**src/rtl/mmio_arb_pkg.sv**
```systemverilog
// Shared types and default widths for the two-requester mapped-register bus arbiter.
package mmio_arb_pkg;

  localparam int unsigned DefAddrW       = 14;
  localparam int unsigned DefDataW       = 16;
  localparam int unsigned DefStarveLimit = 4;
  localparam int unsigned StarveCntW     = 4;

  typedef enum logic [1:0] {StIdle, StXfer, StAck} arb_state_e;
  typedef enum logic [1:0] {OwnNone, OwnCore, OwnDbg} arb_owner_e;

endpackage

```
**src/rtl/mmio_arb_starve_ctr.sv**
```systemverilog
// Saturating count of consecutive debug grants that the core lost; clear wins over hold and inc.
module mmio_arb_starve_ctr
  import mmio_arb_pkg::*;
#(
  parameter int unsigned Limit = DefStarveLimit
) (
  input  logic clk_i,
  input  logic rst_i,
  input  logic inc_i,
  input  logic clr_i,
  input  logic hold_i,
  output logic at_limit_o
);

  logic [StarveCntW-1:0] cnt_q, cnt_d;

  assign at_limit_o = (cnt_q == StarveCntW'(Limit));

  always_comb begin
    cnt_d = cnt_q;
    if (clr_i) begin
      cnt_d = '0;
    end else if (inc_i && !hold_i && !at_limit_o) begin
      cnt_d = cnt_q + 1'b1;
    end
  end

  always_ff @(posedge clk_i) begin
    if (rst_i) begin
      cnt_q <= '0;
    end else begin
      cnt_q <= cnt_d;
    end
  end

endmodule

```
**src/rtl/mmio_bus_arbiter.sv**
```systemverilog
// Debug-priority arbiter for the mapped-register bus, one strobe per transfer, IDLE->XFER->ACK.
// Optional debug bus lock enabled by defining MMIO_ARB_LOCK_EN.
module mmio_bus_arbiter
  import mmio_arb_pkg::*;
#(
  parameter int unsigned ADDR_W       = DefAddrW,
  parameter int unsigned DATA_W       = DefDataW,
  parameter int unsigned STARVE_LIMIT = DefStarveLimit
) (
  input  logic              i_clk,
  input  logic              i_rst,
  input  logic              i_coreReq,
  input  logic [ADDR_W-1:0] i_coreAddr,
  input  logic              i_coreWrEn,
  input  logic [DATA_W-1:0] i_coreData,
  output logic              o_coreAck,
  output logic [DATA_W-1:0] o_coreData,
  input  logic              i_dbgReq,
  input  logic [ADDR_W-1:0] i_dbgAddr,
  input  logic              i_dbgWrEn,
  input  logic [DATA_W-1:0] i_dbgData,
  output logic              o_dbgAck,
  output logic [DATA_W-1:0] o_dbgData,
`ifdef MMIO_ARB_LOCK_EN
  input  logic              i_dbgLock,
`endif
  output logic [ADDR_W-1:0] o_memAddr,
  output logic [DATA_W-1:0] o_memDataIn,
  output logic              o_memWrEn,
  output logic              o_memRdEn,
  input  logic [DATA_W-1:0] i_memDataOut,
  output logic              o_busy
);

  arb_state_e        state_q, state_d;
  arb_owner_e        owner_q, owner_d;
  logic [ADDR_W-1:0] addr_q, addr_d;
  logic [DATA_W-1:0] wdata_q, wdata_d;
  logic [DATA_W-1:0] rdata_q, rdata_d;
  logic              wr_q, wr_d;

  logic dbg_win, core_win, lock_act, at_limit;
  logic starve_inc, starve_clr;

`ifdef MMIO_ARB_LOCK_EN
  assign lock_act = i_dbgLock && i_dbgReq;
`else
  assign lock_act = 1'b0;
`endif

  always_comb begin
    state_d  = state_q;
    owner_d  = owner_q;
    addr_d   = addr_q;
    wdata_d  = wdata_q;
    wr_d     = wr_q;
    rdata_d  = rdata_q;
    dbg_win  = 1'b0;
    core_win = 1'b0;
    case (state_q)
      StIdle: begin
        dbg_win  = i_dbgReq && (!i_coreReq || lock_act || !at_limit);
        core_win = i_coreReq && !dbg_win;
        if (dbg_win) begin
          owner_d = OwnDbg;
          addr_d  = i_dbgAddr;
          wdata_d = i_dbgData;
          wr_d    = i_dbgWrEn;
          state_d = StXfer;
        end else if (core_win) begin
          owner_d = OwnCore;
          addr_d  = i_coreAddr;
          wdata_d = i_coreData;
          wr_d    = i_coreWrEn;
          state_d = StXfer;
        end
      end
      StXfer: begin
        // Writes return zero so the ack data is never stale.
        rdata_d = wr_q ? '0 : i_memDataOut;
        state_d = StAck;
      end
      StAck:   state_d = StIdle;
      default: state_d = StIdle;
    endcase
  end

  // Counter only moves in IDLE: dbg_win/core_win are zero elsewhere.
  assign starve_inc = dbg_win && i_coreReq && !lock_act;
  assign starve_clr = (state_q == StIdle) && (core_win || !i_coreReq);

  mmio_arb_starve_ctr #(
    .Limit(STARVE_LIMIT)
  ) u_starve_ctr (
    .clk_i     (i_clk),
    .rst_i     (i_rst),
    .inc_i     (starve_inc),
    .clr_i     (starve_clr),
    .hold_i    (lock_act),
    .at_limit_o(at_limit)
  );

  always_ff @(posedge i_clk) begin
    if (i_rst) begin
      state_q <= StIdle;
      owner_q <= OwnNone;
      addr_q  <= '0;
      wdata_q <= '0;
      rdata_q <= '0;
      wr_q    <= 1'b0;
    end else begin
      state_q <= state_d;
      owner_q <= owner_d;
      addr_q  <= addr_d;
      wdata_q <= wdata_d;
      rdata_q <= rdata_d;
      wr_q    <= wr_d;
    end
  end

  assign o_memAddr   = addr_q;
  assign o_memDataIn = wdata_q;
  assign o_memWrEn   = (state_q == StXfer) && wr_q;
  assign o_memRdEn   = (state_q == StXfer) && !wr_q;
  assign o_coreAck   = (state_q == StAck) && (owner_q == OwnCore);
  assign o_dbgAck    = (state_q == StAck) && (owner_q == OwnDbg);
  assign o_coreData  = o_coreAck ? rdata_q : '0;
  assign o_dbgData   = o_dbgAck ? rdata_q : '0;
  assign o_busy      = (state_q != StIdle);

endmodule

```
**config.mk**
```make
export PLATFORM = sky130hd
export DESIGN_NAME = mmio_bus_arbiter
export DESIGN_NICKNAME = d
export VERILOG_FILES = /design/src/rtl/mmio_arb_pkg.sv /design/src/rtl/mmio_arb_starve_ctr.sv /design/src/rtl/mmio_bus_arbiter.sv
export SDC_FILE = /design/constraint.sdc
export NUM_CORES = 1
export LEC_CHECK = 0
export ABC_AREA = 1
export ABC_CLOCK_PERIOD_IN_PS = 2150
export CAP_MARGIN = 20
export CELL_PAD_IN_SITES_DETAIL_PLACEMENT = 1
export CELL_PAD_IN_SITES_GLOBAL_PLACEMENT = 1
export CORE_AREA = 5 5 113 115
export CTS_CLUSTER_SIZE = 14
export DETAILED_ROUTE_END_ITERATION = 10
export DIE_AREA = 0 0 118 120
export GPL_ROUTABILITY_DRIVEN = 0
export PLACE_DENSITY_LB_ADDON = 0.1
export SYNTH_ARGS = -nofsm -noshare
export SYNTH_HDL_FRONTEND = slang
export SYNTH_HIERARCHICAL = 1
export SYNTH_SLANG_ARGS = --single-unit
```
**constraint.sdc**
```tcl
create_clock -name i_clk -period 2.15 [get_ports i_clk]
set_clock_uncertainty 0.1 [all_clocks]
set_input_delay 0.3225 -clock i_clk [delete_from_list [all_inputs] [get_ports i_clk]]
set_output_delay 0.3225 -clock i_clk [all_outputs]
set_load 0.01 [all_outputs]
```
==> flow_summary.json <==
{
  "status": "complete, no violations",
  "crit_buf_inv": 2,
  "die_h_um": 120,
  "syn_area_mm2": 0.003196,
  "initialDrtViolationCount": 77,
  "critPathMaxFanout": 19,
  "synth-async-reset-ratio": 0,
  "ant_nets": 0,
  "hold_class": "input pin to flip-flop",
  "rows": 40,
  "die_area_mm2": 0.01416,
  "crit_chain": "inv_2 -> nand2_8 -> nor2_1 -> clkdlybuf4s50_1",
  "start_kind": "flip-flop",
  "crit_arrival_ns": 1.60,
  "fin_util": 0.4239,
  "synth_flop_cell": "dfxtp_1",
  "syn-instance-count": 492,
  "seq_area_frac_synth": 0.3446,
  "powerDensity_mw_per_mm2": 564.3,
  "ir_drop_mv": 0.3210,
  "port_buffers": 148,
  "vias": 3384,
  "die_x_um": 118,
  "grt.total_usage": 0.1495,
  "grt_first_pass_wirelength_um": 17570,
  "worst_slack_ns": 0.1275,
  "dr.pass1.iters": 4,
  "ios": 149,
  "leakage_nw": 2.222,
  "period_share": 0.9407,
  "cts_hold_buf": 0,
  "clk_latency_ns": 0.30,
  "synthTopCellsByCount": "127 x nand2_1, 103 x nor2_1, 61 x inv_1",
  "layout.nets": 715,
  "ys_seq_elements": 55,
  "synth.area.top_cells": "dfxtp_1 34%, nand2_1 15%, nor2_1 12%, inv_1 7.2%, nand3_1 5.8%",
  "crit_type": "flip-flop to primary output",
  "rsz0062_at_grt": "no",
  "cts.sinks": 55,
  "grt_start_max_net_pins": 63,
  "max_cap_viol_count": 0,
  "final-hold-violation-count": 0,
  "crit_path_end_kind": "primary output",
  "yosysMostFrequentCell": "nand2_1",
  "cts-root-buf": "clkbuf_16",
  "path_delay_family": "buffers and inverters",
  "grt_overflow_total": 0,
  "antenna_found_initial": 0,
  "areaGrowthSynthToFinish_pct": 55.36,
  "initial_core_util": 0.2729,
  "cts_tree": "done",
  "drcViolationCount": 0,
  "syn-num-nets": 576,
  "cp.required_ns": 1.73,
  "wl_um": 10580,
  "drt-vias-per-instance": 4.344,
  "dpl_worst_slack_ns": -0.03661,
  "crit_path_top_delay_cell": "clkdlybuf4s50_1",
  "synth_edf_count": 0,
  "htreeDepth": 2,
  "yosys_warnings": 6,
  "syn_avg_cell_area_um2": 6.495,
  "first_global_vias": 3498,
  "synth.distinct_cells": 26,
  "setup_viol": 0,
  "wl_per_cell_um": 13.59,
  "n_antenna_cell": 0,
  "fmax_mhz": 494.4,
  "ctsLongestPathBuffers": 2,
  "clk_pin_slew_ns": 0.08,
  "core_mm2": 0.01171,
  "synth_top_area_cell": "dfxtp_1",
  "numCtsBuffers": 5,
  "synth_top_area_frac": 0.3446,
  "post-dp-hpwl_um": 7733,
  "cpPeakStageDelay_ns": 0.56,
  "slew_viol_final": 0,
  "drive_above_1_share": 0.09335,
  "period_needed_ns": 2.022
}
[cells in the final DEF (no fill, tap or decap)]
cell type	count
nand4_1	1
buf_2	1
a21boi_0	15
nor2_8	2
ha_1	2
nor2_1	101
buf_4	7
dlygate4sd2_1	34
buf_12	4
conb_1	1
nor2_4	3
dfxtp_1	54
nand3_1	37
clkinv_4	1
inv_6	1
clkdlybuf4s50_1	113
nand3_4	3
nand2_8	2
clkinv_2	1
inv_1	61
a21oi_2	10
nand2_1	127
dfxtp_2	1
a21oi_1	11
a21boi_1	16
inv_2	2
clkbuf_16	5
nor2_2	2
o21ai_4	1
nand2_2	13
[final cells by class]
type / instances / area, µm²
fillers: 1500 / 6746
repair buffers: 159 / 1567
well taps: 147 / 183.9
clock buffers: 5 / 125.1
multi-input cells: 347 / 1728
inverters: 63 / 236.5
flip-flops and latches: 55 / 1102
clock inverters: 3 / 22.52
[final timing paths]
kind / end / start / slack [ns] / cells past startpoint
max: o_memWrEn / state_q[1] / 0.13 / 4
min: owner_q[1] / i_dbgReq / 0.32 / 3
max reg2reg: u_starve_ctr/cnt_q[3] / u_starve_ctr/cnt_q[0] / 0.30 / 13
min reg2reg: rdata_q[15] / rdata_q[15] / 0.37 / 2
[state kept, by name (all words and copies together) (netlist names)]
name,flops
o_memDataIn,16
u_starve_ctr/cnt_q,4
o_memAddr,14
owner_q,2
wr_q,1
state_q,2
rdata_q,16
[worst register-to-register path, delay by kind of cell, from the launching register on]
kind,cells,cell delay [ns]
adders and majority gates,1,0.23
buffers and inverters,4,0.27
DFF,1,0.40
and+or+nand+nor,8,0.81
[where the power goes]
| part | internal [mW] | switching [mW] | total [mW] |
|---|---|---|---|
| Combinational | 0.409 | 0.382 | 0.790 |
| Clock | 0.438 | 0.405 | 0.843 |
| Sequential | 1.11 | 0.0587 | 1.17 |
[per-layer routing]
| layer | vias up | track usage | part of all wire |
|---|---|---|---|
| li1 | 1766 | - | - |
| met1 | 1521 | 0.1758 | 0.42 |
| met2 | 90 | 0.2613 | 0.50 |
| met3 | 7 | 0.05137 | 0.070 |
| met4 | 0 | 0.03584 | 0.0092 |
| met5 | - | 0 | 0 |
[through the flow]
stage | cell area [µm²] | std cells | total power [mW] | TNS [ns] | hold WS [ns]
floorplan | 3196 | 492 | 1.595 | 0 | 0.3453
global placement | 4781 | 768 | 1.962 | 0 | 0.3549
global route | 4965 | 779 | 2.985 | 0 | 0.3347
detailed placement | 4781 | 768 | 1.977 | -0.1458 | 0.3586
finish | 4965 | 779 | 2.802 | 0 | 0.3202
CTS | 4956 | 779 | 2.859 | 0 | 0.3152
[cell families after synthesis]
logic type	synth area share
other cells	0.001174
simple gates	0.3896
compound gates	0.1202
flops	0.3446
buf+inv	0.1366
fa+ha+maj	0.007830
[timing repair]
item                       CTS  global route
gates cloned                 1             0
setup endpoints to repair   34             1
pin swaps                    2             0
setup buffers                2             0
gates resized for setup     43             1
(Power assumes the default switching activity.)
